--- src/rtl/elevator_pkg.sv ---
// Shared definitions for the elevator controller and its call panel:
// direction encoding and the panel FSM states.
package elevator_pkg;

    localparam logic [1:0] GOING_UP   = 2'b11;
    localparam logic [1:0] GOING_DOWN = 2'b00;
    localparam logic [1:0] STATIONARY = 2'b01;

    typedef enum logic {
        S_WATCH = 1'b0,
        S_DOOR  = 1'b1
    } panel_state_t;

endpackage

--- src/rtl/button_edge_detect.sv ---
// Rising-edge detector for a bank of level buttons; one-cycle pulse per press.
module button_edge_detect #(
    parameter int WIDTH = 1
) (
    input  logic             clk_i,
    input  logic             rst_i,
    input  logic [WIDTH-1:0] i_btn,
    output logic [WIDTH-1:0] o_rise
);

    logic [WIDTH-1:0] r_prev;

    always_ff @(posedge clk_i or negedge rst_i) begin
        if (!rst_i) begin
            r_prev <= '0;
        end else begin
            r_prev <= i_btn;
        end
    end

    assign o_rise = i_btn & ~r_prev;

endmodule

--- src/rtl/elevator_call_panel.sv ---
// Hall/cab call front end: latches hall presses, stops the car at called floors,
// takes one cab destination per stop and drives the door indication.
module elevator_call_panel
    import elevator_pkg::*;
#(
    parameter int N_FLOORS    = 10,
    parameter int FLOOR_W     = 4,
    parameter int DOOR_CYCLES = 8
) (
    input  logic                clk_i,
    input  logic                rst_i,
    input  logic [N_FLOORS-1:0] hall_up_btn_i,
    input  logic [N_FLOORS-1:0] hall_down_btn_i,
    input  logic                cab_btn_valid_i,
    input  logic [FLOOR_W-1:0]  cab_btn_floor_i,
    output logic                cab_btn_ready_o,
    input  logic [FLOOR_W-1:0]  floor_i,
    input  logic [1:0]          direction_i,
    input  logic                request_served_i,
    output logic [N_FLOORS-1:0] request_up_o,
    output logic [N_FLOORS-1:0] request_down_o,
    output logic [FLOOR_W-1:0]  requested_floor_o,
    output logic [N_FLOORS-1:0] cab_lamp_o,
    output logic                door_open_o
);

    localparam int                  CNT_W      = $clog2(DOOR_CYCLES);
    localparam logic [CNT_W-1:0]    DWELL_LOAD = CNT_W'(DOOR_CYCLES - 1);
    localparam logic [31:0]         N_FLOORS_U = 32'(N_FLOORS);
    localparam logic [N_FLOORS-1:0] ONE_HOT0   = {{(N_FLOORS-1){1'b0}}, 1'b1};
    // No floor above the top for an up call, none below floor 0 for a down call.
    localparam logic [N_FLOORS-1:0] UP_MASK    = {1'b0, {(N_FLOORS-1){1'b1}}};
    localparam logic [N_FLOORS-1:0] DOWN_MASK  = {{(N_FLOORS-1){1'b1}}, 1'b0};

    panel_state_t        r_state;
    logic [N_FLOORS-1:0] r_up_calls;
    logic [N_FLOORS-1:0] r_down_calls;
    logic [N_FLOORS-1:0] r_cab_calls;
    logic [FLOOR_W-1:0]  r_stop_floor;
    logic [FLOOR_W-1:0]  r_req_floor;
    logic [CNT_W-1:0]    r_dwell;
    logic                r_cab_taken;
    logic                r_door;
    logic                r_ready;

    logic [N_FLOORS-1:0] w_up_rise_raw;
    logic [N_FLOORS-1:0] w_down_rise_raw;
    logic [N_FLOORS-1:0] w_up_rise;
    logic [N_FLOORS-1:0] w_down_rise;
    logic [N_FLOORS-1:0] w_here_mask;
    logic [N_FLOORS-1:0] w_stop_mask;
    logic [N_FLOORS-1:0] w_cab_mask;
    logic [N_FLOORS-1:0] w_hall_clr;
    logic                w_floor_ok;
    logic                w_cab_ok;
    logic                w_arrive;
    logic                w_xfer;
    logic                w_exit;

    button_edge_detect #(.WIDTH(N_FLOORS)) u_up_edge (
        .clk_i  (clk_i),
        .rst_i  (rst_i),
        .i_btn  (hall_up_btn_i),
        .o_rise (w_up_rise_raw)
    );

    button_edge_detect #(.WIDTH(N_FLOORS)) u_down_edge (
        .clk_i  (clk_i),
        .rst_i  (rst_i),
        .i_btn  (hall_down_btn_i),
        .o_rise (w_down_rise_raw)
    );

    assign w_up_rise   = w_up_rise_raw & UP_MASK;
    assign w_down_rise = w_down_rise_raw & DOWN_MASK;

    assign w_here_mask = ONE_HOT0 << floor_i;
    assign w_stop_mask = ONE_HOT0 << r_stop_floor;
    assign w_cab_mask  = ONE_HOT0 << cab_btn_floor_i;

    assign w_floor_ok = 32'(floor_i) < N_FLOORS_U;
    assign w_cab_ok   = (32'(cab_btn_floor_i) < N_FLOORS_U) && (cab_btn_floor_i != r_stop_floor);

    assign w_arrive = (r_state == S_WATCH) && (direction_i == STATIONARY) && w_floor_ok &&
                      (|((r_up_calls | r_down_calls | r_cab_calls) & w_here_mask));
    assign w_xfer   = (r_state == S_DOOR) && cab_btn_valid_i && r_ready;
    assign w_exit   = (r_state == S_DOOR) &&
                      ((request_served_i && r_cab_taken) || (r_dwell == '0));

    assign w_hall_clr = w_exit ? w_stop_mask : '0;

    // A fresh press in the exit cycle wins over the clear of the served floor.
    always_ff @(posedge clk_i or negedge rst_i) begin
        if (!rst_i) begin
            r_up_calls   <= '0;
            r_down_calls <= '0;
        end else begin
            r_up_calls   <= (r_up_calls & ~w_hall_clr) | w_up_rise;
            r_down_calls <= (r_down_calls & ~w_hall_clr) | w_down_rise;
        end
    end

    always_ff @(posedge clk_i or negedge rst_i) begin
        if (!rst_i) begin
            r_state      <= S_WATCH;
            r_cab_calls  <= '0;
            r_stop_floor <= '0;
            r_req_floor  <= '0;
            r_dwell      <= '0;
            r_cab_taken  <= 1'b0;
            r_door       <= 1'b0;
            r_ready      <= 1'b0;
        end else begin
            case (r_state)
                S_WATCH: begin
                    if (w_arrive) begin
                        r_state      <= S_DOOR;
                        r_stop_floor <= floor_i;
                        r_req_floor  <= floor_i;
                        r_dwell      <= DWELL_LOAD;
                        r_cab_calls  <= r_cab_calls & ~w_here_mask;
                        r_cab_taken  <= 1'b0;
                        r_door       <= 1'b1;
                        r_ready      <= 1'b1;
                    end
                end
                S_DOOR: begin
                    if (r_dwell != '0) begin
                        r_dwell <= r_dwell - 1'b1;
                    end
                    // Invalid destinations are still consumed so the panel stops offering.
                    if (w_xfer) begin
                        r_cab_taken <= 1'b1;
                        r_ready     <= 1'b0;
                        if (w_cab_ok) begin
                            r_req_floor <= cab_btn_floor_i;
                            r_cab_calls <= r_cab_calls | w_cab_mask;
                        end
                    end
                    if (w_exit) begin
                        r_state     <= S_WATCH;
                        r_cab_taken <= 1'b0;
                        r_door      <= 1'b0;
                        r_ready     <= 1'b0;
                    end
                end
                default: r_state <= S_WATCH;
            endcase
        end
    end

    assign request_up_o      = r_up_calls;
    assign request_down_o    = r_down_calls;
    assign cab_lamp_o        = r_cab_calls;
    assign requested_floor_o = r_req_floor;
    assign door_open_o       = r_door;
    assign cab_btn_ready_o   = r_ready;

endmodule
--- config.mk ---
export PLATFORM = sky130hd
export DESIGN_NAME = elevator_call_panel
export DESIGN_NICKNAME = d
export VERILOG_FILES = /design/src/rtl/elevator_pkg.sv /design/src/rtl/button_edge_detect.sv /design/src/rtl/elevator_call_panel.sv
export SDC_FILE = /design/constraint.sdc
export NUM_CORES = 1
export LEC_CHECK = 0
export CORE_ASPECT_RATIO = 1.5
export CORE_MARGIN = 2
export CORE_UTILIZATION = 45
export DETAILED_ROUTE_END_ITERATION = 8
export GPL_TIMING_DRIVEN = 0
export MAX_ROUTING_LAYER = met4
export PLACE_DENSITY = 0.72
export SLEW_MARGIN = 20
export SYNTH_ARGS = -nofsm -noshare
export SYNTH_HDL_FRONTEND = slang
export SYNTH_SLANG_ARGS = --single-unit
--- constraint.sdc ---
create_clock -name clk_i -period 2.4 [get_ports clk_i]
set_input_delay 0.72 -clock clk_i [delete_from_list [all_inputs] [get_ports clk_i]]
set_output_delay 0.72 -clock clk_i [all_outputs]
set_load 0.05 [all_outputs]
; Yosys cells after proc, flatten, opt, wreduce, memory -nomap -nowiden
; Index checks and enable logic that the tools add are counted.
; Widths: inputs -> output; s select.
[op_classes]
addsub = 1
order_cmp = 2
n_eq_ne = 8
n_shift = 3
n_mux = 25
n_bitwise = 16
n_reduce_logical = 17
[ops]
columns = op, n
row1 = $and 10x10->10, 5
row2 = $mux 10, 4
row3 = $or 10x10->10, 4
row4 = $not 10->10, 3
row5 = $shl 1x4->10 const A, 3
row6 = $pmux 10 s2, 1
row7 = $mux 4, 3
row8 = $or 10x9->10, 1
row9 = $reduce_or 10->1, 1
row10 = $and 9x9->9, 1
row11 = $mux 1, 9
row12 = $not 9->9, 1
row13 = $logic_and 1x1->1, 8
row14 = $lt 4x4->1 const B, 2
row15 = $ne 2x1->1 const B, 4
row16 = $pmux 1 s2, 4
row17 = $pmux 4 s2, 1
row18 = $reduce_and 2->1, 4
row19 = $mux 3, 2
row20 = $pmux 3 s2, 1
row21 = $ne 4x4->1, 1
row22 = $logic_not 3->1, 1
row23 = $ne 3x1->1 const B, 1
row24 = $reduce_and 3->1, 1
row25 = 6 further kinds, 6
[word_totals]
register_bits = 64
input_bits = 34
out_inout_bits = 36
word_cells = 84

; Depth between registers and ports, before layout
; Gate-level depths: netlist (run 1).
[depth]
word_depth = 7
depth_mapped = 8
depth_no_buf = 7

; Cells and area by module
; A second synthesis (run 1) with hierarchy kept.
[hier_totals]
cells_unflattened = 254
hier_area_um2 = 2991.6
[by_module_without_submodules]
columns = module, n_inst, cells_per_inst, area_each_um2, seq_area_each_um2
row1 = elevator_call_panel, 1, 214, 2215.9, 1126.1
row2 = button_edge_detect, 2, 20, 387.9, 250.2

; Least setup slack after synthesis (run 1)
; No wires, ideal clock.
[synth_timing]
path_type = input-to-reg
startpoint = input port cab_btn_floor_i[2]
endpoint = register r_req_floor[0] (netlist: requested_floor_o[0])
setup_time_ps = 128
arrival_ps = 2191
required_time_ps = 2272
setup_slack_ps = 81
path_stages = 6
path_buffers = 1
cell_sequence = clkbuf_1 > xor2_1 > o41ai_4 > mux2i_1 > a21oi_1 > mux2_1
[synth_via]
elab_chain_len = 4
word_cells_on_any_way = 5
classes_between = 1 x order compare / 2 x eq/ne / 2 x reduce/logical
[synth_lines]
columns = element, line_no
row1 = start: declaration, elevator_call_panel.sv:15  ; input logic [FLOOR_W-1:0] cab_btn_floor_i,
row2 = $lt 4x4->1 or $ne 4x4->1 (tied branches), elevator_call_panel.sv:82  ; assign w_cab_ok = (32'(cab_btn_floor_i) < N_FLOORS_U) && (cab_btn_floor_i != r_stop_floor);
row3 = $logic_and 1x1->1 *, elevator_call_panel.sv:82
row4 = $ne 2x1->1 (no line) *, n/a
row5 = $reduce_and 3->1 (no line) *, n/a
row6 = end signal: assignment, elevator_call_panel.sv:119  ; r_req_floor <= floor_i;
row7 = end signal: assignment, elevator_call_panel.sv:136  ; r_req_floor <= cab_btn_floor_i;
row8 = end: declaration, elevator_call_panel.sv:40  ; logic [FLOOR_W-1:0] r_req_floor;
; Every way passes the cells marked *; elsewhere a longest branch is shown, timed or not.
; A chain may end at the register's enable or synchronous reset.

; Final worst setup path (run 1)
[layout_timing]
startpoint = register r_cab_calls[6] (netlist: cab_lamp_o[6])
endpoint = output port cab_lamp_o[6]
[layout_lines]
columns = element, line_no
row1 = start: declaration, elevator_call_panel.sv:38  ; logic [N_FLOORS-1:0] r_cab_calls;
row2 = start signal: assignment, elevator_call_panel.sv:121  ; r_cab_calls <= r_cab_calls & ~w_here_mask;
row3 = start signal: assignment, elevator_call_panel.sv:137  ; r_cab_calls <= r_cab_calls | w_cab_mask;
row4 = end: declaration, elevator_call_panel.sv:23  ; output logic [N_FLOORS-1:0] cab_lamp_o,
; No word-level cell between the ends.

==> metrics.md, run 1 <==
| Metric | Value |
|---|---|
| Type of origin of the critical path | `flip-flop` |
| Via count | `2232` |
| Mapped Avg Cell Area | `between 10 and 15 um^2` |
| Clock Latency Late Sink | `about 0.35 ns` |
| RePlAce Congestion | `around 0.93` |
| Worst Clk Skew | `0.01364 ns` |
| Die X | `about 68 um` |
| Mapped cell area | `roughly 2800 um^2` |
| Full die area | `6891 um^2` |
| Cells after DPL | `395` |
| WP data required | `approximately 1.7 ns` |
| CTS clk-pin slew, worst paths | `approximately 0.080 ns` |
| PortBufs | `63` |
| Primary FF master, synth | `dfrtp_1` |
| Residual DRC | `0` |
| Core area | `just over 6000 um^2` |
| Fmax | `around 430 MHz` |
| ANT nets after route | `0` |
| Unrepaired setup endpoints after global routing | `false` |
| Largest net degree at the start of global routing | `48` |
| Seq/Total Area, Yosys | `0.5622` |
| Worst path depth | `1` |
| # clock sinks | `63` |
| Run status | `completed` |
| Post-synth EDFFs | `0` |
| Worst reg2reg path startpoint | `cab_lamp_o[8]` |
| Min Tclk post-route | `roughly 2.3 ns` |
| Critical Path Sink | `cab_lamp_o[6]` |
| Final Max Slew Viols | `0` |
| H-Tree Depth | `3` |
| Io pins | `70` |
| Share of synthesized registers carrying an async set or reset | `1.000` |
| PD cells | `slightly above 900 nW/um^2` |
| DRT iter0 DRCs | `87` |
| GRT Total Usage | `0.2406` |
| Netlist cell types | `46` |
| Hold_ws | `about 0.23 ns` |
| Post-Syn Nets | `293` |
| RR Endpoint | `requested_floor_o[1]` |
| CTS tree | `yes` |
| Slew @ Worst Pin | `between 0.5 and 0.6 ns` |
| # rows | `35` |
| VDD IR-drop max | `~0.50 mV` |
| Worst Setup SP | `cab_lamp_o[6]` |
| Die Span Y | `~100 um` |
| Slowest cell on crit path | `clkdlybuf4s50_1` |
| Crit-path max cell delay | `0.84 ns` |
| Worst slew margin | `0.6229` |
| Crit Path Class | `reg -> out` |
| First-pass GRT wire length | `11690 um` |
| Max_cap viols | `0` |
| # setup viols final | `0` |
| Post-Synthesis Cells | `~260` |
| Register bit total from synthesis | `63` |
| Worst path arrival time | `between 1.5 and 2 ns` |
| Worst r2r path cells | `6` |
| Final WL | `~6900 um` |
| Share of layout cells above drive strength 1 | `0.1458` |
| Worst R2R Setup Slack | `roughly 0.20 ns` |
| Initial Util | `0.4606` |
| Syn-to-layout area delta | `37.57%` |
| # diodes | `0` |
| Leak | `around 1.7 nW` |
| CP endpoint kind | `output port` |
| Clock Tree Root | `clkbuf_8` |
| Clock buffer depth | `2` |
| Yosys warns | `0` |
| Fillers | `about 550` |
| DRT Pass-1 Iters | `4` |
| WL per Instance | `roughly 17 um` |
| Via-to-Cell Ratio | `approximately 5.4` |
| Crit-path leading delay family | `buffers and inverters` |
| Nets | `around 370` |
| Buffering stage count on the worst path with inverters included | `1` |
| Dpl hpwl | `5033 um` |
| CTS Buf Count | `9` |
| Vias in the first global route | `about 2300` |
| Worst-path fanout max | `3` |
| Antenna violations before repair | `0` |
| Hold buffers post-CTS | `0` |
| Final Hold Vio Count | `0` |
| Critical-path cell list | `clkdlybuf4s50_1` |
| Worst Hold Class | `in -> async` |
| Final period utilization | `0.9633` |
| Global route overflow | `0` |
| Fin cells | `about 420` |
[worst register-to-register path, stage by stage, from the launching register on]
cell and delay [ns]:
dfrtp_1 0.41, nor4b_1 0.55, nor4b_4 0.12, nor3_2 0.28, a31o_1 0.24, buf_6 0.18, mux2_4 0.31
[cells in the mapped netlist, types with 4 or more instances]
library cell	instances	share of area
a22o_1	12	0.037
nor3_1	9	0.016
a31oi_1	12	0.027
mux2_4	4	0.021
xor2_1	5	0.016
mux2i_1	4	0.014
a21oi_1	10	0.018
dfrtp_1	63	0.56
nor2b_1	7	0.016
nand2b_1	5	0.011
nor2_1	17	0.023
buf_2	4	0.0071
clkbuf_1	4	0.0054
inv_1	20	0.027
o21ai_0	17	0.030
nand3_1	6	0.011
nand2_1	14	0.019
[state kept, by name, indices dropped and copies added, names as in the netlist]
register	count
cab_lamp_o	10
requested_floor_o	4
door_open_o	1
request_up_o	10
r_cab_taken	1
r_dwell	3
cab_btn_ready_o	1
u_down_edge.r_prev	9
request_down_o	10
u_up_edge.r_prev	9
r_stop_floor	4
r_state	1
[layer usage]
layer	global-route usage	routed length [um]	vias to the layer above
met5	-	0	-
met1	0.3016	2889	1074
li1	-	-	1074
met4	0.1215	150	0
met2	0.3624	3557	69
met3	0.05140	319	15
[per-stage QoR]
step | setup TNS [ns] | cell area, um^2 | worst slack, ns | util | power [W]
4_1_cts | 0 | 3850 | 0.01170 | 0.6325 | 0.003574
5_1_grt | 0 | 3857 | 0.05149 | 0.6337 | 0.003743
3_5_place_dp | -13.85 | 3552 | -0.6728 | 0.5836 | 0.002586
3_3_place_gp | -100.41 | 3527 | -1.383 | 0.5794 | 0.002543
6_report | 0 | 3857 | 0.08806 | 0.6337 | 0.003547
2_1_floorplan | 0 | 2804 | 0.08145 | - | 0.002159
[cell usage in the layout, fill, tap and decap left out, types with 2 or more instances in the layout]
cell type | netlist | layout
a21oi_1 | 10 | 10
a22o_1 | 12 | 12
a31oi_1 | 12 | 12
a41oi_1 | 2 | 2
and2_1 | 3 | 3
and3_1 | 2 | 2
buf_2 | 4 | 2
buf_4 | 1 | 10
buf_6 | 2 | 2
clkbuf_1 | 4 | 5
clkbuf_8 | 0 | 11
clkdlybuf4s50_1 | 0 | 57
clkinvlp_4 | 0 | 2
dfrtp_1 | 63 | 63
dlygate4sd2_1 | 0 | 2
dlymetal6s2s_1 | 0 | 3
ha_1 | 2 | 2
inv_1 | 20 | 20
mux2_2 | 2 | 2
mux2_4 | 4 | 4
mux2i_1 | 4 | 4
nand2_1 | 14 | 14
nand2b_1 | 5 | 5
nand3_1 | 6 | 6
nand3b_1 | 2 | 2
nor2_1 | 17 | 16
nor2b_1 | 7 | 6
nor3_1 | 9 | 8
nor3b_1 | 3 | 3
nor4_1 | 3 | 2
nor4_2 | 1 | 2
o21ai_0 | 17 | 16
o21ai_1 | 1 | 2
or2_2 | 3 | 3
xor2_1 | 5 | 5
[power by group]
group | internal [W] | leakage (nW) | switching, W | total, W
Clock | 0.000538 | 0.0988 | 0.000420 | 0.000958
Combinational | 0.000470 | 0.914 | 0.000742 | 0.00121
Sequential | 0.00124 | 0.716 | 0.000141 | 0.00138
[worst min-delay path by stage]
stage / startpoint / to / slack, ns / cells past startpoint
CTS: rst_i / cab_lamp_o[5] / 0.22 / 1
finish: rst_i / request_up_o[4] / 0.23 / 1
global placement: u_down_edge.r_prev[6] / request_down_o[6] / 0.40 / 1
detailed placement: u_up_edge.r_prev[6] / request_up_o[6] / 0.41 / 1
floorplan: u_down_edge.r_prev[5] / request_down_o[5] / 0.40 / 1
global route: rst_i / request_up_o[4] / 0.23 / 1
[area by class of cell]
| class | instances | area, um^2 | area share |
|---|---|---|---|
| sequential | 63 | 1577 | 0.4087 |
| multi-input combinational | 163 | 1129 | 0.2926 |
| timing repair buffer | 70 | 705.7 | 0.1829 |
| clock buffer | 12 | 155.1 | 0.04022 |
| tap | 74 | 92.59 | 0.02400 |
| inverter | 20 | 75.07 | 0.01946 |
| buffer | 11 | 70.07 | 0.01816 |
| clock inverter | 4 | 53.80 | 0.01395 |
[cells by family (layout without fill, tap and decap cells)]
| group | after synthesis | after routing | synth area share |
|---|---|---|---|
| compound gates | 65 | 65 | 0.1629 |
| xor+xnor | 5 | 5 | 0.01562 |
| fa+ha+maj | 2 | 2 | 0.008923 |
| buf+inv | 31 | 117 | 0.04998 |
| flops | 63 | 63 | 0.5622 |
| mux | 11 | 11 | 0.04775 |
| simple gates | 80 | 80 | 0.1526 |
[repair_timing]
item	4_1_cts	5_1_grt
gates resized for setup	13	4
pin swaps	3	0
setup endpoints to repair	22	14
setup buffers	6	0
cloned	0	0
Power figures use the tool's default switching activity.
==> run 2, diff against run 1 <==
- CTS_BUF_LIST: not set -> sky130_fd_sc_hd__clkbuf_8
==> metrics.md, run 2 (synthesized netlist as in run 1, its figures left out) <==
| Metric | Value |
|---|---|
| Run status | `completed (unchanged)` |
| CP endpoint kind | `output port (unchanged)` |
| Type of origin of the critical path | `flip-flop (unchanged)` |
| Residual DRC | `0 (unchanged)` |
| Worst Slack Setup Final | `0.08170 ns (was 0.08806 ns)` |
| WL per Instance | `16.69 um (was 16.59 um)` |
| Setup TNS Final | `0 ns (unchanged)` |
| CTS tree | `yes (unchanged)` |
| Global route overflow | `0 (unchanged)` |
| First-pass GRT wire length | `11680 um (was 11690 um)` |
| Max_cap viols | `0 (unchanged)` |
| Crit Path Class | `reg -> out (unchanged)` |
| WP data required | `1.68 ns (about the same)` |
| Clock buffer depth | `2 (unchanged)` |
| RePlAce Congestion | `0.9314 (unchanged)` |
| Die Span Y | `100.7 um (unchanged)` |
| Worst Hold Class | `in -> async (unchanged)` |
| Hold buffers post-CTS | `0 (unchanged)` |
| Die X | `68.45 um (unchanged)` |
| VDD IR-drop max | `0.4811 mV (was 0.4979 mV)` |
| Pint | `0.002239 W (was 0.002244 W)` |
| DRT iter0 DRCs | `91 (was 87)` |
| Via count | `2254 (was 2232)` |
| Psw | `0.001307 W (was 0.001303 W)` |
| Commonest non-fill, non-tap cell in the layout | `dfrtp_1 (unchanged)` |
| Comb power frac | `0.342 (about the same)` |
| Full die area | `6891 um^2 (unchanged)` |
| Syn-to-layout area delta | `37.57% (unchanged)` |
| Worst slew margin | `0.6233 (was 0.6229)` |
| Final Hold Vio Count | `0 (unchanged)` |
| Crit-path max cell delay | `0.84 ns (about the same)` |
| Min Tclk post-route | `2.318 ns (was 2.312 ns)` |
| Slowest cell on crit path | `clkdlybuf4s50_1 (unchanged)` |
| Dpl hpwl | `5033 um (unchanged)` |
| Crit-path leading delay family | `buffers and inverters (unchanged)` |
| DRT Pass-1 Iters | `4 (unchanged)` |
| FF+latch area | `1577 um^2 (unchanged)` |
| Worst Clk Skew | `0.01363 ns (was 0.01364 ns)` |
| Worst-path fanout max | `3 (unchanged)` |
| Commonest cells after routing, fill and taps aside | `63 x dfrtp_1, 57 x clkdlybuf4s50_1, 21 x inv_1 (was 63 x dfrtp_1, 57 x clkdlybuf4s50_1, 20 x inv_1)` |
| Critical-path cell list | `clkdlybuf4s50_1 (unchanged)` |
| Initial Util | `0.4606 (unchanged)` |
| Core area | `6087 um^2 (unchanged)` |
| Clock Latency Late Sink | `0.36 ns (was 0.35 ns)` |
| # setup viols final | `0 (unchanged)` |
| # diodes | `0 (unchanged)` |
| Clock Tree Root | `clkbuf_8 (unchanged)` |
| Power Total | `0.003546 W (was 0.003547 W)` |
| Worst path arrival time | `1.60 ns (was 1.59 ns)` |
| Slew @ Worst Pin | `0.5572 ns (was 0.5577 ns)` |
| Switching share of power | `0.3685 (was 0.3673)` |
| Vias in the first global route | `2279 (was 2283)` |
| ANT nets after route | `0 (unchanged)` |
| Final Max Slew Viols | `0 (unchanged)` |
| Nets | `374 (unchanged)` |
| Final period utilization | `0.9660 (was 0.9633)` |
| Clock share of power | `0.270 (about the same)` |
| Share of layout cells above drive strength 1 | `0.1458 (unchanged)` |
| Largest net degree at the start of global routing | `48 (unchanged)` |
| H-Tree Depth | `3 (unchanged)` |
| Multi-input logic area | `1129 um^2 (unchanged)` |
| CTS clk-pin slew, worst paths | `0.08 ns (about the same)` |
| Fillers | `546 (unchanged)` |
| Post-Place Worst Slack | `-0.6728 ns (unchanged)` |
| GRT Total Usage | `0.2406 (unchanged)` |
| Leak | `1.733 nW (was 1.729 nW)` |
| # clock sinks | `63 (unchanged)` |
| PortBufs | `63 (unchanged)` |
| Sequential share of power | `0.388 (about the same)` |
| Io pins | `70 (unchanged)` |
| Unrepaired setup endpoints after global routing | `false (unchanged)` |
| Fmax | `431.4 MHz (was 432.5 MHz)` |
| CTS Buf Count | `9 (unchanged)` |
| # rows | `35 (unchanged)` |
| PD cells | `919.4 nW/um^2 (was 919.5 nW/um^2)` |
| Via-to-Cell Ratio | `5.405 (was 5.353)` |
| Buffering stage count on the worst path with inverters included | `1 (unchanged)` |
| Final WL | `6958 um (was 6917 um)` |
| Antenna violations before repair | `0 (unchanged)` |
[run 2: cell count changes in the layout (fill, tap and decap cells not counted)]
cell	before	now
clkbuf_1	5	4
inv_1	20	21
[run 2: per-stage QoR]
step,hold WS (ns),instances,util,instance area [um^2]
6_report,0.2205,417,0.6337,3857
4_1_cts,0.2221,417,0.6325,3850
2_1_floorplan,0.3996,257,-,2804
3_5_place_dp,0.4090,395,0.5836,3552
5_1_grt,0.2271,417,0.6337,3857
3_3_place_gp,0.4030,394,0.5794,3527
[run 2: area by class of cell]
class                   instances  share of cell area
flip-flops and latches         63              0.4087
multi-input cells             163              0.2926
repair buffers                 70              0.1829
clock buffers                  11             0.03925
well taps                      74             0.02400
inverters                      20             0.01946
plain buffers                  11             0.01816
clock inverters                 5             0.01492
[run 2: worst paths after layout]
check | startpoint | end | slack, ns | cells past startpoint
max reg2reg | cab_lamp_o[8] | requested_floor_o[1] | 0.19 | 6
max | cab_lamp_o[6] | cab_lamp_o[6] | 0.08 | 1
min reg2reg | u_up_edge.r_prev[6] | request_up_o[6] | 0.41 | 1
max in group asynchronous | rst_i | requested_floor_o[3] | 1.67 | 2
min in group clk_i | u_up_edge.r_prev[6] | request_up_o[6] | 0.41 | 1
min | rst_i | request_up_o[4] | 0.22 | 1
[run 2: power groups by stage]
stage / Combinational [W] / Sequential (W) / Clock [W]
final: 0.00121 / 0.00138 / 0.000957
after global routing: 0.00132 / 0.00140 / 0.00102
after CTS: 0.00122 / 0.00138 / 0.000971
after detailed placement: 0.00119 / 0.00140 / 0
after global placement: 0.00115 / 0.00139 / 0
after floorplan: 0.000458 / 0.00170 / 0
[run 2: layer usage]
metal / share of wire / track usage / wire (um) / vias to the layer above
met3: 0.056 / 0.05140 / 390 / 19
met2: 0.50 / 0.3609 / 3510 / 85
met4: 0.030 / 0.1215 / 212 / 0
met1: 0.41 / 0.3031 / 2844 / 1074
li1: - / - / - / 1076
met5: 0 / - / 0 / -
[run 2: what timing repair did]
action | 4_1_cts | 5_1_grt
gates resized for setup | 13 | 4
buffers inserted | 6 | 0
endpoints found under the setup margin | 22 | 14
pin swaps | 3 | 0
